## src/rtl/pipeline_pkg.sv

```systemverilog
// pipeline_pkg: shared definitions for the RV32 pipeline stages.
//   - CTRL_W and bit positions inside the packed control bundle
//   - CTRL_BUBBLE (all-zero control word) and REG_ZERO (x0 index)
//   - upd_e: per-edge update action of a pipeline register
//   - wb_hit(): WB write matches a non-x0 register index
package pipeline_pkg;

    localparam int CTRL_W         = 8;
    localparam int CTRL_REG_WRITE = 0;
    localparam int CTRL_MEM_READ  = 1;
    localparam int CTRL_MEM_WRITE = 2;
    localparam int CTRL_USES_RS1  = 3;
    localparam int CTRL_USES_RS2  = 4;
    localparam int CTRL_ALU_OP_LO = 5;
    localparam int CTRL_ALU_OP_HI = 7;

    localparam logic [CTRL_W-1:0] CTRL_BUBBLE = '0;
    localparam logic [4:0]        REG_ZERO    = 5'd0;

    typedef enum logic [1:0] {
        UPD_CAPTURE = 2'd0,
        UPD_HOLD    = 2'd1,
        UPD_BUBBLE  = 2'd2
    } upd_e;

    function automatic logic wb_hit(input logic       we,
                                    input logic [4:0] wr_idx,
                                    input logic [4:0] rd_idx);
        return we && (wr_idx != REG_ZERO) && (wr_idx == rd_idx);
    endfunction

endpackage

```

## src/rtl/id_ex_stage_load_use_detect.sv

```systemverilog
// load_use_detect: combinational load-use hazard detection.
// A load sitting in ID/EX whose destination is read by the instruction in
// IF/ID must be separated by one bubble. x0 never creates a hazard.
// Ports:
//   valid_IdEx, mem_read_IdEx, rd_IdEx : producer in ID/EX
//   valid_IfId, uses_rs1, uses_rs2,
//   rs1_IfId, rs2_IfId                 : consumer in IF/ID
//   lu                                 : hazard present this cycle
module load_use_detect (
    input  logic       valid_IdEx,
    input  logic       mem_read_IdEx,
    input  logic [4:0] rd_IdEx,
    input  logic       valid_IfId,
    input  logic       uses_rs1,
    input  logic       uses_rs2,
    input  logic [4:0] rs1_IfId,
    input  logic [4:0] rs2_IfId,
    output logic       lu
);
    import pipeline_pkg::*;

    assign lu = valid_IdEx && mem_read_IdEx && (rd_IdEx != REG_ZERO) && valid_IfId &&
                ((uses_rs1 && (rs1_IfId == rd_IdEx)) ||
                 (uses_rs2 && (rs2_IfId == rd_IdEx)));

endmodule

```

## src/rtl/id_ex_stage.sv

```systemverilog
// id_ex_stage: ID/EX pipeline register of the 5-stage RV32 pipeline.
// Captures decoded operands/control, inserts bubbles on load-use and branch
// flush, holds while a multicycle EX op is busy, and applies the WB-to-ID
// bypass on capture plus a WB refresh of held operands.
// Ports:
//   clk, rst_n (async, active-low)
//   ID side  : valid_IfId, pc_IfId, rs1/rs2/rd_IfId, rs1/rs2_data_Id,
//              imm_Id, ctrl_Id
//   EX side  : flush_Ex, hold_Ex
//   WB side  : reg_write_MemWB, rd_MemWB, wb_data
//   outputs  : stall_Id, valid_IdEx, pc/imm/rs1_data/rs2_data_IdEx,
//              rs1/rs2/rd_IdEx, ctrl_IdEx, reg_write_IdEx, mem_read_IdEx
// Optional: define ID_EX_PERF_CNT_EN to add saturating counters
//   lu_bubble_cnt and flush_cnt.
module id_ex_stage #(
    parameter int XLEN   = 32,
    parameter int CTRL_W = 8
) (
    input  logic              clk,
    input  logic              rst_n,
    input  logic              valid_IfId,
    input  logic [XLEN-1:0]   pc_IfId,
    input  logic [4:0]        rs1_IfId,
    input  logic [4:0]        rs2_IfId,
    input  logic [4:0]        rd_IfId,
    input  logic [XLEN-1:0]   rs1_data_Id,
    input  logic [XLEN-1:0]   rs2_data_Id,
    input  logic [XLEN-1:0]   imm_Id,
    input  logic [CTRL_W-1:0] ctrl_Id,
    input  logic              flush_Ex,
    input  logic              hold_Ex,
    input  logic              reg_write_MemWB,
    input  logic [4:0]        rd_MemWB,
    input  logic [XLEN-1:0]   wb_data,
    output logic              stall_Id,
    output logic              valid_IdEx,
    output logic [XLEN-1:0]   pc_IdEx,
    output logic [XLEN-1:0]   imm_IdEx,
    output logic [XLEN-1:0]   rs1_data_IdEx,
    output logic [XLEN-1:0]   rs2_data_IdEx,
    output logic [4:0]        rs1_IdEx,
    output logic [4:0]        rs2_IdEx,
    output logic [4:0]        rd_IdEx,
    output logic [CTRL_W-1:0] ctrl_IdEx,
    output logic              reg_write_IdEx,
    output logic              mem_read_IdEx
`ifdef ID_EX_PERF_CNT_EN
    ,
    output logic [31:0]       lu_bubble_cnt,
    output logic [31:0]       flush_cnt
`endif
);
    import pipeline_pkg::*;

    logic            lu;
    upd_e            upd;
    logic [XLEN-1:0] rs1_fwd;
    logic [XLEN-1:0] rs2_fwd;
    logic [XLEN-1:0] rs1_keep;
    logic [XLEN-1:0] rs2_keep;

    load_use_detect u_load_use_detect (
        .valid_IdEx    (valid_IdEx),
        .mem_read_IdEx (mem_read_IdEx),
        .rd_IdEx       (rd_IdEx),
        .valid_IfId    (valid_IfId),
        .uses_rs1      (ctrl_Id[CTRL_USES_RS1]),
        .uses_rs2      (ctrl_Id[CTRL_USES_RS2]),
        .rs1_IfId      (rs1_IfId),
        .rs2_IfId      (rs2_IfId),
        .lu            (lu)
    );

    assign reg_write_IdEx = ctrl_IdEx[CTRL_REG_WRITE];
    assign mem_read_IdEx  = ctrl_IdEx[CTRL_MEM_READ];

    always_comb begin
        upd      = UPD_CAPTURE;
        stall_Id = 1'b0;
        // flush > hold > load-use > capture
        if (flush_Ex)
            upd = UPD_BUBBLE;
        else if (hold_Ex)
            upd = UPD_HOLD;
        else if (lu)
            upd = UPD_BUBBLE;
        // gated by rst_n so the stall reads 0 while the stage is in reset
        stall_Id = rst_n && !flush_Ex && (hold_Ex || lu);

        // bypass on capture ignores uses_rsX: a stale operand is never captured
        rs1_fwd  = wb_hit(reg_write_MemWB, rd_MemWB, rs1_IfId) ? wb_data : rs1_data_Id;
        rs2_fwd  = wb_hit(reg_write_MemWB, rd_MemWB, rs2_IfId) ? wb_data : rs2_data_Id;
        // refresh while held so a producer retiring past WB is not lost
        rs1_keep = wb_hit(reg_write_MemWB, rd_MemWB, rs1_IdEx) ? wb_data : rs1_data_IdEx;
        rs2_keep = wb_hit(reg_write_MemWB, rd_MemWB, rs2_IdEx) ? wb_data : rs2_data_IdEx;
    end

    always_ff @(posedge clk or negedge rst_n) begin
        if (!rst_n) begin
            valid_IdEx    <= 1'b0;
            pc_IdEx       <= '0;
            imm_IdEx      <= '0;
            rs1_data_IdEx <= '0;
            rs2_data_IdEx <= '0;
            rs1_IdEx      <= REG_ZERO;
            rs2_IdEx      <= REG_ZERO;
            rd_IdEx       <= REG_ZERO;
            ctrl_IdEx     <= CTRL_W'(CTRL_BUBBLE);
        end else begin
            case (upd)
                UPD_BUBBLE: begin
                    // bubble clears mem_read, so a load-use bubble lasts one cycle
                    valid_IdEx <= 1'b0;
                    ctrl_IdEx  <= CTRL_W'(CTRL_BUBBLE);
                    rs1_IdEx   <= REG_ZERO;
                    rs2_IdEx   <= REG_ZERO;
                    rd_IdEx    <= REG_ZERO;
                end
                UPD_HOLD: begin
                    rs1_data_IdEx <= rs1_keep;
                    rs2_data_IdEx <= rs2_keep;
                end
                default: begin
                    valid_IdEx    <= valid_IfId;
                    pc_IdEx       <= pc_IfId;
                    imm_IdEx      <= imm_Id;
                    rs1_data_IdEx <= rs1_fwd;
                    rs2_data_IdEx <= rs2_fwd;
                    rs1_IdEx      <= rs1_IfId;
                    rs2_IdEx      <= rs2_IfId;
                    rd_IdEx       <= rd_IfId;
                    ctrl_IdEx     <= valid_IfId ? ctrl_Id : CTRL_W'(CTRL_BUBBLE);
                end
            endcase
        end
    end

`ifdef ID_EX_PERF_CNT_EN
    always_ff @(posedge clk or negedge rst_n) begin
        if (!rst_n) begin
            lu_bubble_cnt <= '0;
            flush_cnt     <= '0;
        end else begin
            if (flush_Ex && (flush_cnt != '1))
                flush_cnt <= flush_cnt + 32'd1;
            if (!flush_Ex && !hold_Ex && lu && (lu_bubble_cnt != '1))
                lu_bubble_cnt <= lu_bubble_cnt + 32'd1;
        end
    end
`endif

endmodule
```

## config.mk

```make
export PLATFORM = sky130hd
export DESIGN_NAME = id_ex_stage
export DESIGN_NICKNAME = d
export VERILOG_FILES = /design/src/rtl/pipeline_pkg.sv /design/src/rtl/id_ex_stage_load_use_detect.sv /design/src/rtl/id_ex_stage.sv
export SDC_FILE = /design/constraint.sdc
export NUM_CORES = 1
export LEC_CHECK = 0
export ABC_AREA = 1
export BUFFER_PORTS_ARGS = -buffer_cell sky130_fd_sc_hd__buf_4
export CORE_MARGIN = 5
export CORE_UTILIZATION = 40
export CTS_CLUSTER_SIZE = 40
export DETAILED_ROUTE_END_ITERATION = 8
export GPL_TIMING_DRIVEN = 1
export PLACE_DENSITY = 0.8
export RECOVER_POWER = 50
export SYNTH_ARGS = -nofsm -noshare
export SYNTH_HDL_FRONTEND = slang
export SYNTH_HIERARCHICAL = 1
export SYNTH_SLANG_ARGS = --single-unit
```

## constraint.sdc

```tcl
create_clock -name clk -period 5 [get_ports clk]
set_input_delay 0.5 -clock clk [delete_from_list [all_inputs] [get_ports clk]]
set_output_delay 0.5 -clock clk [all_outputs]
set_load 0.01 [all_outputs]
```

==> metrics.txt, run 1 <==
Sum Neg Setup Slack=0 ns; Layout Cells excl Fill=1,577; Yosys top cell area share=0.510; DP Wirelength=19,000 um; setup repair bufs after CTS=0; EDFF count, synth=0; 1st-pass router iterations=5; largest net degree at the start of global routing=81; clk sinks=152; FP Rows=50; CTS tree=built; Place WS=1.71 ns; crit-path cells=inv_1 -> nand2_1 -> nand2_1 -> nor2_1 -> nand3_1 -> a21oi_1 -> nor2_1 -> nand2_1 -> nand2_2 -> inv_2 -> nand2_1 -> nand2_1; WS Path Type=flop to flop; syn avg cell area=7.35 um2; final setup fails=0; sequential share of the synthesized area=0.510; NumNets Final=1,524; DIE HEIGHT=147 um; worst hold path type=primary input to async pin; PortBufs=348; CP bufs+invs=2; WL final=26,000 um; clk_skew=0.0120 ns; DR DRC count=0; Starting Density=0.403; Leak=5.70 nW; unrepaired setup endpoints after global routing=false; CTS clock-pin slew for the worst setup and hold paths=0.07 ns; Placed Cells incl. Taps=1,545; fill count=1,848; Max Cap Viol=0; reg2reg path depth=12; top-count cell post-synth=nand2_1; Iter 0 DRT Violations=416; Cell Area, Placed=10,100 um2; RR Endpoint=rs1_data_IdEx[22]; Post-CTS Resized=0; FF+latch count, synth=152; first-pass GRT wire length=41,300 um; cell taking the most area after synthesis=dfrtp_1; top cells by area, synth=dfrtp_1 (51%), nand2_1 (23%), nand3_1 (10%); crit-path leading delay family=simple AND/OR/NAND/NOR gates; vias in the first global route=7,720; Routed Antenna Nets=0; Main synth FF type=dfrtp_1; worst-skew pair later-pin latency=0.42 ns; Max VDD drop=210 uV; share of layout cells above drive strength 1=0.182; CP dominant cell by count=nand2_1; synth cell count leaders=nand2_1 (459), nand3_1 (156), dfrtp_1 (152); routability cong.=0.911; status=completed; Vias=7,717; Slowest-stage cell, CP=inv_2; Final Hold Vio Count=0; Synth cell types=19; FFs w/ async S/R, synth=1.00; post-synthesis cell area=7460 um2; worst setup margin=2.16 ns; CTS buffer count=17; worst path required time=5.35 ns; Total Routing Usage GR=0.239; Cell Pwr Density=340 nW/um2; Core Util, Final=0.544; relative slew slack=0.300; H-tree levels=4; die area=21,500 um2; overall die width=147 um; number of diodes=0; Mapped Cells=1,015; deepest clock path buffer count=2; crit-path max cell delay=0.69 ns; CP max FO=33; syn_nets=1,209; CORE AREA=18,500 um2; Design Area, Final=10,100 um2; total gr overflow=0; fmax=352 MHz; Root Driver=clkbuf_16; crit path time final=2.84 ns; IO Count=349; Worst setup EP type=flop; CTS Hold Bufs=0; FF-to-FF setup slack=2.16 ns; antenna violations before repair=0; vias per cell=4.89; final worst-path cycle share=0.568; yosys warns=6; WL/cell=16.5 um; critical path arrival=3.19 ns; Final Max Slew Viols=0; Critical Path Start Type=flop; P&R area growth vs syn=35.1%; RR Startpoint=rd_IdEx[1]; Least-Margin Pin Slew=1.05 ns
## cell type report
type / instances / area, um2 / share of cell area
Multi-Input combinational cell: 675 / 2850 / 0.283
Timing Repair Buffer: 352 / 2070 / 0.205
Inverter: 132 / 495 / 0.0492
Tap cell: 234 / 293 / 0.0290
Clock inverter: 14 / 138 / 0.0137
Clock buffer: 18 / 429 / 0.0426
Sequential cell: 152 / 3800 / 0.377
## how the worst max path moves through the flow
stage / from / end / slack (ns) / depth (start not counted)
6_report: rd_IdEx[1] / rs1_data_IdEx[22] / 2.16 / 12
5_1_grt: rd_IdEx[0] / rs1_data_IdEx[21] / 1.87 / 12
4_1_cts: flush_Ex / rs1_data_IdEx[1] / 2.16 / 11
3_5_place_dp: flush_Ex / rs1_data_IdEx[1] / 1.71 / 11
3_3_place_gp: flush_Ex / rs1_data_IdEx[23] / 1.76 / 11
2_1_floorplan: rs1_IfId[0] / rd_IdEx[2] / 3.23 / 11
## metal layers
| layer | wire (um) | track usage | share of wire |
|---|---|---|---|
| met1 | 10200 | 0.290 | 0.39 |
| met2 | 12700 | 0.398 | 0.49 |
| met3 | 2720 | 0.0906 | 0.10 |
| met4 | 427 | 0.0677 | 0.016 |
| met5 | 0 | 0 | 0 |
## worst reg2reg max path, stage by stage, from the launching register on
cell and delay [ns]:
dfrtp_1 0.43, inv_1 0.10, nand2_1 0.07, nand2_1 0.05
nor2_1 0.09, nand3_1 0.09, a21oi_1 0.15, nor2_1 0.07
nand2_1 0.28, nand2_2 0.50, inv_2 0.70, nand2_1 0.15
nand2_1 0.10
## flip-flops by register name (all words and copies together) (netlist names)
register and cells:
valid_IdEx 1, rs2_IdEx 5, rs1_data_IdEx 32, rd_IdEx 5, imm_IdEx 32, rs1_IdEx 5, pc_IdEx 32, ctrl_IdEx 8
rs2_data_IdEx 32
## power breakdown
part	internal, mW	switching, mW
Combinational	0.269	0.417
Sequential	1.38	0.0966
Clock	0.699	0.559
Total	2.35	1.07
## per-stage QoR
stage	power [mW]	hold slack (ns)
after floorplan	1.83	0.204
after global placement	2.30	0.463
after detailed placement	2.32	0.466
after CTS	3.59	0.125
after global routing	3.61	0.149
final	3.42	0.0887
## cells by family (layout without fill, tap and decap cells)
kind of cell / after synthesis / count (layout) / synth area share
AO/OA/AOI/OAI: 18 / 18 / 0.0178
XOR/XNOR: 7 / 7 / 0.00822
buffers and inverters: 188 / 516 / 0.107
flip-flops: 152 / 152 / 0.510
AND/OR/NAND/NOR: 650 / 650 / 0.357
## cells in the final DEF, fill, tap and decap left out
| cell | netlist | layout |
|---|---|---|
| clkbuf_16 | 0 | 17 |
| nand2_2 | 9 | 9 |
| inv_2 | 7 | 7 |
| nor2_1 | 24 | 24 |
| clkinvlp_4 | 0 | 3 |
| clkbuf_1 | 17 | 155 |
| xnor2_1 | 5 | 5 |
| buf_4 | 11 | 197 |
| bufinv_16 | 0 | 1 |
| dfrtp_1 | 152 | 152 |
| a32o_1 | 7 | 7 |
| nand4_1 | 2 | 2 |
| nand3_1 | 156 | 156 |
| buf_6 | 3 | 1 |
| a21oi_1 | 0 | 1 |
| clkinv_4 | 0 | 1 |
| inv_6 | 0 | 5 |
| inv_1 | 125 | 125 |
| o22ai_1 | 3 | 3 |
| nand2_1 | 459 | 459 |
| clkinv_2 | 0 | 2 |
| inv_8 | 0 | 2 |
| xor2_1 | 2 | 2 |
| o21ai_0 | 7 | 7 |
Power figures use the tool's default switching activity.
==> inputs of run 2 (changes only) <==
--- a/config.mk
+++ b/config.mk
@@ -12,7 +12,7 @@
 export CTS_CLUSTER_SIZE = 40
 export DETAILED_ROUTE_END_ITERATION = 8
 export GPL_TIMING_DRIVEN = 1
-export PLACE_DENSITY = 0.8
+export PLACE_DENSITY = 0.83
 export RECOVER_POWER = 50
 export SYNTH_ARGS = -nofsm -noshare
 export SYNTH_HDL_FRONTEND = slang
==> constraint.sdc (replaced) <==
create_clock -name clk -period 2.5 [get_ports clk]
set_input_delay 0.25 -clock clk [delete_from_list [all_inputs] [get_ports clk]]
set_output_delay 0.25 -clock clk [all_outputs]
set_load 0.01 [all_outputs]
==> run 2 against run 1 <==
Effect of this change: clock skew grew 0.0015 ns; largest cell class unchanged; non-clock buffer count grew 10; critical endpoint is now pc_IdEx[23]; worst hold slack lost 0.077 ns; critical path type unchanged; highest routed layer unchanged; global-route usage shrank 0.33 points; clock power grew 110%; clock-buffer cell count grew 3.
==> metrics.txt, run 2 (same netlist as run 1, synthesis figures left out) <==
DIE HEIGHT=147 um (unchanged); first-pass GRT wire length=40,700 um (-1.4%); relative slew slack=0.272 (-0.0277); CTS buffer count=17 (unchanged); GR peak layer=met2; crit path time final=2.04 ns (-0.795 ns); Final Hold Vio Count=0 (unchanged); RR Endpoint=pc_IdEx[23]; CTS tree=built; deepest clock path buffer count=2 (unchanged); WL final=25,700 um (-1.1%); CTS clock-pin slew for the worst setup and hold paths=0.07 ns (about the same); WS Path Type=flop to flop; FF-to-FF setup slack=0.46 ns (-1.71 ns); DR DRC count=0 (unchanged); Leak=5.91 nW (+3.7%); critical path arrival=2.40 ns (-0.79 ns); clk sinks=152 (unchanged); CP max FO=69 (+110%); Max Cap Viol=0 (unchanged); vias in the first global route=7,843 (+1.6%); total gr overflow=0 (unchanged); Cell Pwr Density=681 nW/um2 (+100%); unrepaired setup endpoints after global routing=false; Critical Path Start Type=flop; worst path required time=2.86 ns (-2.49 ns); largest net degree at the start of global routing=79 (-2.5%); clk_skew=0.0135 ns (+0.00148 ns); final setup fails=0 (unchanged); Least-Margin Pin Slew=1.09 ns (+0.0431 ns); FP Rows=50 (unchanged); Max VDD drop=433 uV (+110%); Worst setup EP type=flop; NumNets Final=1,534 (+0.66%); vias per cell=4.89 (-0.12%); hold path depth=3; status=completed; CORE AREA=18,500 um2 (unchanged); Sum Neg Setup Slack=0 ns (unchanged); number of diodes=0 (unchanged); RR Startpoint=rd_IdEx[2]; DP Wirelength=18,700 um (-1.5%); Vias=7,757 (+0.52%); most frequent cells in the layout=nand2_1 (458), buf_4 (236), nand3_1 (156), dfrtp_1 (152), inv_1 (125); Iter 0 DRT Violations=448 (+7.7%); Worst Hold End=pc_IdEx[12]; Routed Antenna Nets=0 (unchanged); setup repair bufs after CTS=0 (unchanged); routability cong.=0.885 (-2.9%); H-tree levels=4 (unchanged); Starting Density=0.403 (unchanged); P&R area growth vs syn=38.9%; fill count=1,785 (-3.4%); 1st-pass router iterations=5 (unchanged); fmax=489 MHz (+39%); grt met3 use=0.0894 (-0.00124); Root Driver=clkbuf_16; final worst-path cycle share=0.817 (+0.250); Final Max Slew Viols=0 (unchanged); Post-CTS Resized=0 (unchanged); Core Util, Final=0.560 (+0.0153); worst hold margin=0.0116 ns (-0.0771 ns); die area=21,500 um2 (unchanged); total power=7.06 mW (+110%); overall die width=147 um (unchanged); worst hold path type=primary input to flop; antenna violations before repair=0 (unchanged); IO Count=349 (unchanged); worst-skew pair later-pin latency=0.42 ns (about the same); PortBufs=348 (unchanged); GRT met1 Usage=0.285 (-0.00481); most common cell after layout, fill and taps aside=nand2_1; routing usage on met2=0.384 (-0.0141); reg2reg path depth=11 (-1); WL/cell=16.2 um (-1.7%); share of layout cells above drive strength 1=0.212 (+0.0297); HP Start=pc_IfId[12]; Total Routing Usage GR=0.235 (-0.00330)
## run 2: cell count changes in the layout (fill, tap and decap cells not counted), sizes merged
cell | previous run | this run
bufinv | 1 | 3
buf | 198 | 239
dlygate4sd3 | 0 | 2
clkinvlp | 3 | 1
clkbuf | 172 | 142
inv | 139 | 136
## run 2: how the worst max path moves through the flow
stage | startpoint | to | slack, ns
2_1_floorplan | rd_IdEx[1] | rd_IdEx[2] | 0.75
3_3_place_gp | rd_IdEx[4] | rs1_IdEx[1] | 0.55
3_5_place_dp | rd_IdEx[1] | pc_IdEx[23] | 0.46
4_1_cts | rd_IdEx[1] | pc_IdEx[23] | 0.46
5_1_grt | rd_IdEx[2] | pc_IdEx[23] | 0.22
6_report | rd_IdEx[2] | pc_IdEx[23] | 0.46
## run 2: stage by stage
step                instance area [um2]  instances  worst slack, ns
floorplan                          7460       1015            0.749
global placement                  10200       1553            0.545
detailed placement                10200       1553            0.461
CTS                               10800       1586            0.461
global route                      10400       1587            0.223
finish                            10400       1587            0.457
## run 2: metal layers
metal	part of all wire	routed length [um]	vias up
li1	-	-	3736
met1	0.39	10000	3567
met2	0.48	12400	403
met3	0.10	2630	51
met4	0.028	730	0
met5	0	0	-
## run 2: power by group
group          internal, mW  switching, mW  total [mW]
sequential             2.77          0.188        2.95
combinational         0.590          0.838        1.43
clock                  1.62           1.06        2.68
total                  4.97           2.09        7.06
## run 2: area by class of cell
type / count / area [um2] / area share
multi-input combinational: 675 / 2860 / 0.276
tap: 234 / 293 / 0.0283
timing repair buffer: 362 / 2300 / 0.222
inverter: 132 / 495 / 0.0478
clock inverter: 11 / 161 / 0.0156
sequential: 152 / 3800 / 0.367
clock buffer: 21 / 450 / 0.0435
## run 2: what timing repair did
action | 4_1_cts | 5_1_grt
hold buffers | 1 | 1
hold endpoints to repair | 31 | 1
endpoints found under the setup margin | 0 | 0
## run 2: critical path: stages, from the launching register on
cell and delay, ns:
dfrtp_1 0.45, inv_2 0.06, nand2_1 0.06, nand2_1 0.05
nor2_1 0.08, nand3_1 0.09, a21oi_2 0.14, nor2_1 0.06
nand2_2 0.13, buf_4 0.55, nand2_1 0.14, nand2_1 0.12
